<file path="src/rtl/convert_user_ctrl.sv">
// -----------------------------------------------------------------------------
// convert_user_ctrl
//
// Purpose:
//   Converts a raw user code into a registered user index. A code is accepted
//   with a valid/ready handshake, checked against the enrolled user range, and
//   reported as a one-cycle CONV_VALID (good code) or CONV_ERR (rejected code)
//   pulse. With the optional lockout feature, too many consecutive rejected
//   codes put the block into a timed lockout during which no codes are taken.
//
// Configuration macro:
//   CONVERT_USER_LOCKOUT_EN - when defined, enables the fail counter, the lock
//                             counter and the LOCK state. When undefined,
//                             MAX_FAIL and LOCK_CYC are accepted but unused
//                             and LOCKED is tied low.
//
// Parameters:
//   USER_W    - width of the raw user code CK_U
//   IDX_W     - width of the converted index CONV_U (NUM_USERS <= 2**IDX_W-1)
//   NUM_USERS - number of enrolled users (indices 1..NUM_USERS, 0 = no user)
//   MAX_FAIL  - consecutive rejected codes that trigger lockout (1..15)
//   LOCK_CYC  - lockout duration in clock cycles (1..65535)
//
// Ports:
//   CLK        in   single clock, rising edge
//   RST_N      in   synchronous reset, active-low
//   CK_U       in   raw user code
//   CK_VALID   in   CK_U is valid this cycle
//   CK_READY   out  block accepts a code this cycle (IDLE only)
//   CONV_U     out  registered converted user index
//   CONV_VALID out  one-cycle pulse: CONV_U holds a valid user
//   CONV_ERR   out  one-cycle pulse: last code rejected
//   LOCKED     out  high while in lockout
// -----------------------------------------------------------------------------
module convert_user_ctrl #(
  parameter int USER_W    = 3,
  parameter int IDX_W     = 2,
  parameter int NUM_USERS = 3,
  parameter int MAX_FAIL  = 3,
  parameter int LOCK_CYC  = 16
) (
  input  logic              CLK,
  input  logic              RST_N,
  input  logic [USER_W-1:0] CK_U,
  input  logic              CK_VALID,
  output logic              CK_READY,
  output logic [IDX_W-1:0]  CONV_U,
  output logic              CONV_VALID,
  output logic              CONV_ERR,
  output logic              LOCKED
);

`ifdef CONVERT_USER_LOCKOUT_EN
  typedef enum logic [1:0] {IDLE, CHECK, OUT, LOCK} state_e;
`else
  typedef enum logic [1:0] {IDLE, CHECK, OUT} state_e;
`endif

  state_e state_q, state_d;

  logic [USER_W-1:0] code_q, code_d;
  logic [IDX_W-1:0]  convU_q, convU_d;
  logic              convValid_q, convValid_d;
  logic              convErr_q, convErr_d;

`ifdef CONVERT_USER_LOCKOUT_EN
  logic [3:0]  failCnt_q, failCnt_d;
  logic [15:0] lockCnt_q, lockCnt_d;
`endif

  // The candidate index is built one bit wider than the code so that the
  // "+1" can never wrap. The range check is done on this wide value and the
  // truncation to IDX_W happens only afterwards, so an index that does not
  // fit in CONV_U is reported as invalid instead of aliasing onto a user.
  logic [USER_W:0]  idxWide;
  logic             codeOk;
  logic [IDX_W-1:0] idxConv;

  always_comb begin
    idxWide = {1'b0, (code_q >> 1)} + (USER_W + 1)'(1);
    codeOk  = code_q[0] && (32'(idxWide) <= 32'(NUM_USERS));
    idxConv = IDX_W'(idxWide);
  end

  // Next-state and datapath logic. The result registers are loaded in CHECK
  // so the pulse is visible for exactly the OUT cycle; the default of zero
  // for the pulse flags drops them again on the edge that leaves OUT.
  always_comb begin
    state_d     = state_q;
    code_d      = code_q;
    convU_d     = convU_q;
    convValid_d = 1'b0;
    convErr_d   = 1'b0;
`ifdef CONVERT_USER_LOCKOUT_EN
    failCnt_d   = failCnt_q;
    lockCnt_d   = lockCnt_q;
`endif
    case (state_q)
      IDLE: begin
        if (CK_VALID) begin
          code_d  = CK_U;
          state_d = CHECK;
        end
      end
      CHECK: begin
        if (codeOk) begin
          convU_d     = idxConv;
          convValid_d = 1'b1;
`ifdef CONVERT_USER_LOCKOUT_EN
          failCnt_d   = '0;
`endif
        end else begin
          convU_d   = '0;
          convErr_d = 1'b1;
`ifdef CONVERT_USER_LOCKOUT_EN
          if (failCnt_q != 4'hF) begin
            failCnt_d = failCnt_q + 4'd1;
          end
`endif
        end
        state_d = OUT;
      end
      OUT: begin
`ifdef CONVERT_USER_LOCKOUT_EN
        // The fail counter already includes the code just reported.
        if (failCnt_q == 4'(MAX_FAIL)) begin
          state_d   = LOCK;
          lockCnt_d = '0;
        end else begin
          state_d = IDLE;
        end
`else
        state_d = IDLE;
`endif
      end
`ifdef CONVERT_USER_LOCKOUT_EN
      LOCK: begin
        // Counting from 0 to LOCK_CYC-1 keeps LOCK for exactly LOCK_CYC cycles.
        if (lockCnt_q == 16'(LOCK_CYC - 1)) begin
          state_d   = IDLE;
          failCnt_d = '0;
          lockCnt_d = '0;
        end else begin
          lockCnt_d = lockCnt_q + 16'd1;
        end
      end
`endif
      default: begin
        state_d = IDLE;
      end
    endcase
  end

  // State and result registers with synchronous active-low reset.
  always_ff @(posedge CLK) begin
    if (!RST_N) begin
      state_q     <= IDLE;
      code_q      <= '0;
      convU_q     <= '0;
      convValid_q <= 1'b0;
      convErr_q   <= 1'b0;
`ifdef CONVERT_USER_LOCKOUT_EN
      failCnt_q   <= '0;
      lockCnt_q   <= '0;
`endif
    end else begin
      state_q     <= state_d;
      code_q      <= code_d;
      convU_q     <= convU_d;
      convValid_q <= convValid_d;
      convErr_q   <= convErr_d;
`ifdef CONVERT_USER_LOCKOUT_EN
      failCnt_q   <= failCnt_d;
      lockCnt_q   <= lockCnt_d;
`endif
    end
  end

  assign CK_READY   = (state_q == IDLE);
  assign CONV_U     = convU_q;
  assign CONV_VALID = convValid_q;
  assign CONV_ERR   = convErr_q;

`ifdef CONVERT_USER_LOCKOUT_EN
  assign LOCKED = (state_q == LOCK);
`else
  assign LOCKED = 1'b0;

  // MAX_FAIL and LOCK_CYC stay on the interface so both builds can be
  // instantiated identically; nothing in this build depends on them.
  if (MAX_FAIL > 0 && LOCK_CYC > 0) begin : gLockParamsUnused
  end
`endif

endmodule
</file>
<file path="config.mk">
export PLATFORM = sky130hd
export DESIGN_NAME = convert_user_ctrl
export DESIGN_NICKNAME = d
export VERILOG_FILES = /design/src/rtl/convert_user_ctrl.sv
export SDC_FILE = /design/constraint.sdc
export NUM_CORES = 1
export LEC_CHECK = 0
export BUFFER_PORTS_ARGS = -buffer_cell sky130_fd_sc_hd__buf_4
export CAP_MARGIN = 40
export CORE_AREA = 2 2 39 41
export DETAILED_ROUTE_END_ITERATION = 10
export DIE_AREA = 0 0 41 43
export GPL_TIMING_DRIVEN = 0
export SYNTH_ARGS = -nofsm -noshare
export SYNTH_HDL_FRONTEND = slang
export SYNTH_SLANG_ARGS = --single-unit
</file>
<file path="constraint.sdc">
create_clock -name CLK -period 1.85 [get_ports CLK]
set_input_delay 0.0925 -clock CLK [delete_from_list [all_inputs] [get_ports CLK]]
set_output_delay 0.0925 -clock CLK [all_outputs]
set_load 0.005 [all_outputs]
</file>
After elaboration in Yosys (flattened, before gate mapping)
Cells that the tools add are included.
{"block": "totals", "register_bits": 9, "inputBits": 6, "output_inout_bits": 6, "wordCells": 18}
{"block": "op_classes", "add_sub_neg": 1, "n_lt_le_gt_ge": 1, "n_eq_ne": 2, "n_mux": 5, "reduce_logical": 4}
{"cell": "$mux W2", "count": 2}
{"cell": "$pmux W2 S2", "count": 1}
{"cell": "$reduce_and A2 Y1", "count": 2}
{"cell": "$add A2 B1 Y3 const B", "count": 1}
{"cell": "$le A3 B2 Y1 const B", "count": 1}
{"cell": "$eq A2 B1 Y1 const B", "count": 1}
{"cell": "$logic_not A2 Y1", "count": 1}
{"cell": "$mux W1", "count": 2}
{"cell": "$ne A2 B2 Y1 const B", "count": 1}
{"cell": "$logic_and A1 B1 Y1", "count": 1}

Logic depth before layout (Yosys ltp)
Gate-level depths: netlist (run 1).
{"block": "depth", "word_depth": 4, "ltp_mapped": 5}

Least setup slack after synthesis (run 1)
No wires, ideal clock.
{"block": "synth_path", "kind": "register to register", "startpoint": "reg code_q[1]", "endpoint": "reg convU_q[1], in the netlist CONV_U[1]", "setup_time_ns": 0.060, "arrival_time_ns": 0.910, "required_time_ns": 1.790, "path_slack_ns": 0.880, "stages_incl_launch_ff": 6, "path_buffers": 0, "synth_period_minus_slack_ns": 0.970, "cell_sequence": "dfxtp_1 -> ha_1 -> nor2b_1 -> nand2_4 -> inv_2 -> a32o_1"}
{"block": "synth_via", "elab_chain_cells": 4}
{"item": "start, declared", "line_no": "61", "source": "logic [USER_W-1:0] code_q, code_d;"}
{"item": "start signal, assigned", "line_no": "168", "source": "code_q <= code_d;"}
{"item": "$add A2 B1 Y3 (*)", "line_no": "80", "source": "idxWide = {1'b0, (code_q >> 1)} + (USER_W + 1)'(1);"}
{"item": "$le A3 B2 Y1", "line_no": "81", "source": "codeOk = code_q[0] && (32'(idxWide) <= 32'(NUM_USERS));"}
{"item": "$logic_and A1 B1 Y1", "line_no": "81"}
{"item": "$mux W2 (*)", "line_no": "106", "source": "if (codeOk) begin"}
{"item": "end signal, assigned", "line_no": "169", "source": "convU_q <= convU_d;"}
{"item": "end, declared", "line_no": "62", "source": "logic [IDX_W-1:0] convU_q, convU_d;"}
Mark *: on every way between the ends. The rest lies on a longest branch, timed or not.
A chain may end at the register's enable or synchronous reset.

Final worst setup path (run 1)
Same ends and word-level chain as after synthesis.

==> results of run 1 <==
synth_stat cells:
cell type / count / area, um2
dfxtp_1: 9 / 180
nand3_1: 4 / 20.0
o21ai_1: 4 / 20.0
nand2_1: 3 / 11.3
buf_4: 2 / 15.0
nor2b_1: 2 / 12.5
a32o_1: 1 / 10.0
and2_1: 1 / 6.26
and3b_4: 1 / 12.5
conb_1: 1 / 3.75
ha_1: 1 / 12.5
inv_2: 1 / 3.75
nand2_4: 1 / 11.3
nand2b_1: 1 / 6.26
nor2_1: 1 / 3.75
nor3b_2: 1 / 12.5
kinds of logic after synthesis:
| family | after synthesis | synth area share |
|---|---|---|
| AO/OA/AOI/OAI | 5 | 0.0879 |
| adder cells (fa/ha/maj) | 1 | 0.0366 |
| other | 1 | 0.0110 |
| flip-flops | 9 | 0.527 |
| buffers and inverters | 3 | 0.0549 |
| AND/OR/NAND/NOR | 15 | 0.282 |
critical path: stages, from the launching register on:
cell and delay (ps):
dfxtp_1 320, ha_1 190, nor2b_1 240, nand2_4 80, inv_2 50, a32o_1 100
cells in the final DEF (no fill, tap or decap), types with 2 or more instances in the layout:
master and instances:
nor2b_1 2, o21ai_1 4, dfxtp_1 9, nand3_1 4, buf_4 11, nand2_1 3
clkbuf_4 3
area by class of cell:
| type | instances | area [um2] |
|---|---|---|
| fill | 149 | 928 |
| sequential | 9 | 180 |
| multi-input combinational | 22 | 143 |
| timing repair buffer | 9 | 67.6 |
| clock buffer | 4 | 26.3 |
| tap | 16 | 20.0 |
| buffer | 2 | 15.0 |
| inverter | 1 | 3.75 |
metrics by stage:
stage / power (mW) / utilization / cell area [um2] / instances / hold WS [ps]
6_report: 0.393 / 0.329 / 455 / 63 / 56.9
5_1_grt: 0.417 / 0.329 / 455 / 63 / 83.1
4_1_cts: 0.399 / 0.329 / 455 / 63 / 53.8
3_5_place_dp: 0.251 / 0.310 / 429 / 59 / 320
3_3_place_gp: 0.250 / 0.310 / 429 / 59 / 314
2_1_floorplan: 0.234 / - / 342 / 34 / 230
sequential cells by signal, summed over array words and instances (netlist names):
register / cells
state_q: 2
code_q: 3
CONV_VALID: 1
CONV_ERR: 1
CONV_U: 2
metal layers:
metal,vias up,GRT usage,share of wire
met3,2,0.0628,0.11
met5,-,0,0
met4,0,0.0600,0.019
li1,136,-,-
met2,10,0.106,0.44
met1,117,0.102,0.43
how the worst min path moves through the flow:
| stage | slack (ps) | cells past startpoint | endpoint | start |
|---|---|---|---|---|
| after floorplan | 230 | 2 | code_q[0] | CK_U[0] |
| final | 60 | 3 | code_q[2] | CK_U[2] |
| after global routing | 80 | 3 | code_q[1] | CK_U[1] |
| after detailed placement | 320 | 3 | code_q[2] | CK_U[2] |
| after CTS | 50 | 3 | code_q[2] | CK_U[2] |
| after global placement | 310 | 3 | code_q[2] | CK_U[2] |
power by group:
part           internal (mW)  switching, mW  total (mW)
logic                 0.0215         0.0167      0.0382
registers              0.202        0.00545       0.208
clock network         0.0828         0.0641       0.147
==> key figures, run 1 <==
Setup path
  • Worst EP arrival: 1240 ps
  • Worst Setup SP: code_q[1]
  • Setup crit end: CONV_U[1]
  • Type of destination of the critical path: register
  • Startpoint Class: register
  • Critical path class: reg -> reg
  • Reg-to-reg endpoint: CONV_U[1]
  • Worst Path Required: 2050 ps
  • R2R cell count: 5
  • FF-to-FF Start: code_q[1]
  • R2r setup slk: 820 ps
  • Max FO, Critical Path: 3

Routing
  • Final WL: 537 um
  • Starting DRC count in detailed routing: 3
  • Vias: 265
  • Post-DRT Antenna Nets: 0
  • Drt drc: 0
  • Wire per inst: 8.52 um
  • DRT Pass-1 Iters: 5
  • Routed vias/inst: 4.21

CTS
  • Clock Pin Slew Worst Setup and Hold Paths: 60 ps
  • Post-CTS setup buffers: 0
  • CTS tree: yes
  • Clk sinks: 9
  • Post-CTS Resized: 0
  • Bufs on Longest Clock Path: 2
  • H-Tree Depth: 1
  • Worst-skew pair later-pin latency: 260 ps
  • TritonCTS Buffers: 3
  • Root Buffer: clkbuf_4
  • Hold-fix buffers, CTS: 0

GRT
  • First-pass GRT wire length: 959 um
  • Largest net degree at the start of global routing: 11
  • Vias in the first global route: 254
  • GR Util All Layers: 0.0869
  • Total congestion overflow: 0
  • Initial antenna violation count: 0

Timing
  • Minimum clock period: 1030 ps
  • Final slew viol count: 0
  • Worst Skew: 3.33 ps
  • RSZ-0062 raised after global routing: no
  • Final Worst Setup Slack: 817 ps
  • Tcrit/Tclk final: 0.559
  • Final setup TNS: 0 ps
  • Fmax achieved: 0.968 GHz
  • Final setup fails: 0
  • Fin. Hold Viols: 0

Run
  • Maxcap violations: 0

Synth
  • Mapped Nets: 41
  • Register bit count reported by yosys: 9
  • Mapped Cells: 34
  • Post-synth cell types: 16
  • Mapped Area: 342 um2
  • Synth Area per Inst: 10.0 um2
  • Seq/Total Area, Yosys: 0.527
  • Yosys warns: 0

Pwr
  • Leak: 0.216 nW
  • Worst VDD drop: 0.380 mV
  • Cell Pwr Density: 863 nW/um2

Die
  • Core ar.: 1380 um2
  • Die width: 41 um
  • Initial core utilization: 0.247
  • Rows: 14
  • Die height: 43 um
  • IO Count: 12
  • Die Footprint: 1760 um2

Placed design
  • Post-DP HPWL: 432 um
  • Number of buffers added on ports: 9
  • Pre-CTS setup slack: 814 ps
  • RePlAce Congestion: 0.716

Run status
  • Status: completed

Finish
  • Synthesis-to-finish area growth: 33.3%
  • # nets final: 55
  • # diodes: 0
  • Share of cells above drive strength 1: 0.383

Worst hold path
  • Type of the worst min-delay path: in -> reg
Note: power is estimated with default switching activity, not from simulation.
==> run 2: changes to the inputs <==
==> constraint.sdc (replaced) <==
create_clock -name CLK -period 0.9 [get_ports CLK]
set_input_delay 0.045 -clock CLK [delete_from_list [all_inputs] [get_ports CLK]]
set_output_delay 0.045 -clock CLK [all_outputs]
set_load 0.005 [all_outputs]
==> key figures, run 2 (synthesized netlist as in run 1, its figures left out) <==
Timing
  • Final slew viol count: 0
  • Tcrit/Tclk final: 1.06
  • Minimum clock period: 958 ps
  • Fin. Hold Viols: 0
  • Final Worst Setup Slack: -58.1 ps
  • RSZ-0062 raised after global routing: yes
  • Final setup fails: 5
  • Final setup TNS: -152 ps
  • Worst Skew: 1.29 ps
  • Final hold slack: 15.8 ps
  • Fmax achieved: 1.04 GHz

Finish
  • Share of cells above drive strength 1: 0.520
  • Non-filler cells in the finished layout: 66
  • Synthesis-to-finish area growth: 50.5%
  • Largest Register: code_q
  • # diodes: 0
  • Commonest non-fill, non-tap cell in the layout: buf_4
  • Largest register FFs: 3
  • # nets final: 58
  • Most frequent cells in the layout: 13 x buf_4, 5 x dfxtp_1, 4 x nand3_1, 4 x o21ai_1

Placed design
  • Placed Cells: 59
  • Number of buffers added on ports: 9
  • RePlAce Congestion: 0.636

Setup path
  • Worst Path Required: 1050 ps
  • Startpoint Class: register
  • Max FO, Critical Path: 4
  • Critical path class: reg -> reg
  • Type of destination of the critical path: register
  • Worst EP arrival: 1110 ps

Routing
  • Drt drc: 0
  • DRT Pass-1 Iters: 2
  • Final WL: 627 um
  • Post-DRT Antenna Nets: 0
  • Vias: 273
  • Starting DRC count in detailed routing: 10
  • Routed vias/inst: 4.14
  • Wire per inst: 9.50 um

Worst hold path
  • Type of the worst min-delay path: in -> reg

Pwr
  • Leak: 0.233 nW
  • Cell Pwr Density: 1630 nW/um2
  • Worst VDD drop: 0.712 mV

Run
  • Maxcap violations: 0

CTS
  • CTS tree: yes
  • Worst-skew pair later-pin latency: 260 ps
  • TritonCTS Buffers: 3
  • H-Tree Depth: 1
  • Clock Pin Slew Worst Setup and Hold Paths: 60 ps
  • Root Buffer: clkbuf_4
  • Clk sinks: 9
  • Bufs on Longest Clock Path: 2

GRT
  • GR Util All Layers: 0.0803
  • Initial antenna violation count: 0
  • First-pass GRT wire length: 883 um
  • Vias in the first global route: 199
  • Largest net degree at the start of global routing: 11
  • Total congestion overflow: 0

Run status
  • Status: complete, but fails checks
  • Failing checks: negative setup slack

Die
  • Initial core utilization: 0.247
  • Die width: 41 um
  • Die Footprint: 1760 um2
  • IO Count: 12
  • Rows: 14
  • Core ar.: 1380 um2
  • Die height: 43 um
## run 2: layout make-up
type                            instances  area, um2
Buffer                                  2       15.0
Inverter                                1       3.75
Timing Repair Buffer                   12       92.6
Clock buffer                            4       26.3
Tap cell                               16       20.0
Multi-Input combinational cell         22        169
Fill cell                             136        870
Sequential cell                         9        188
## run 2: worst paths after layout
kind	startpoint	endpoint	slack, ps	depth (start not counted)
worst max-delay path	state_q[1]	CONV_U[1]	-60	4
worst min-delay path	CK_U[1]	code_q[1]	20	3
worst max register to register	state_q[1]	CONV_U[1]	-60	4
worst min register to register	code_q[0]	code_q[0]	470	2
## run 2: stage by stage
step / utilization / power [mW] / cell area [um2] / setup WS [ps]
after global routing: 0.372 / 0.887 / 514 / -97.1
after global placement: 0.324 / 0.523 / 448 / -88.9
final: 0.372 / 0.836 / 514 / -58.1
after detailed placement: 0.324 / 0.522 / 448 / -93.9
after floorplan: - / 0.488 / 360 / -6.97
after CTS: 0.359 / 0.846 / 497 / -66.5
## run 2: worst max-delay path: stages, from the launching register on
cell and delay (ps):
dfxtp_4 370, and3b_4 210, nand2_4 60, inv_2 40, a32o_1 180
## run 2: metal layers
metal,GRT usage,vias to the layer above,part of all wire
li1,-,145,-
met1,0.0997,116,0.46
met2,0.0969,12,0.42
met3,0.0628,0,0.12
met4,0.0400,0,0
met5,0,-,0
## run 2: what timing repair did
item | 4_1_cts | 5_1_grt
setup buffers | 2 | 0
pin swaps | 2 | 2
resized for setup | 2 | 2
endpoints found under the setup margin | 6 | 8
hold endpoints to repair | 0 | 1
hold buffers | 0 | 1
## run 2: power breakdown
| group | total, mW | switching, mW | internal (mW) | leakage (nW) |
|---|---|---|---|---|
| registers | 0.433 | 0.0165 | 0.416 | 0.0753 |
| logic | 0.0951 | 0.0367 | 0.0583 | 0.143 |
| clock network | 0.309 | 0.138 | 0.171 | 0.0150 |
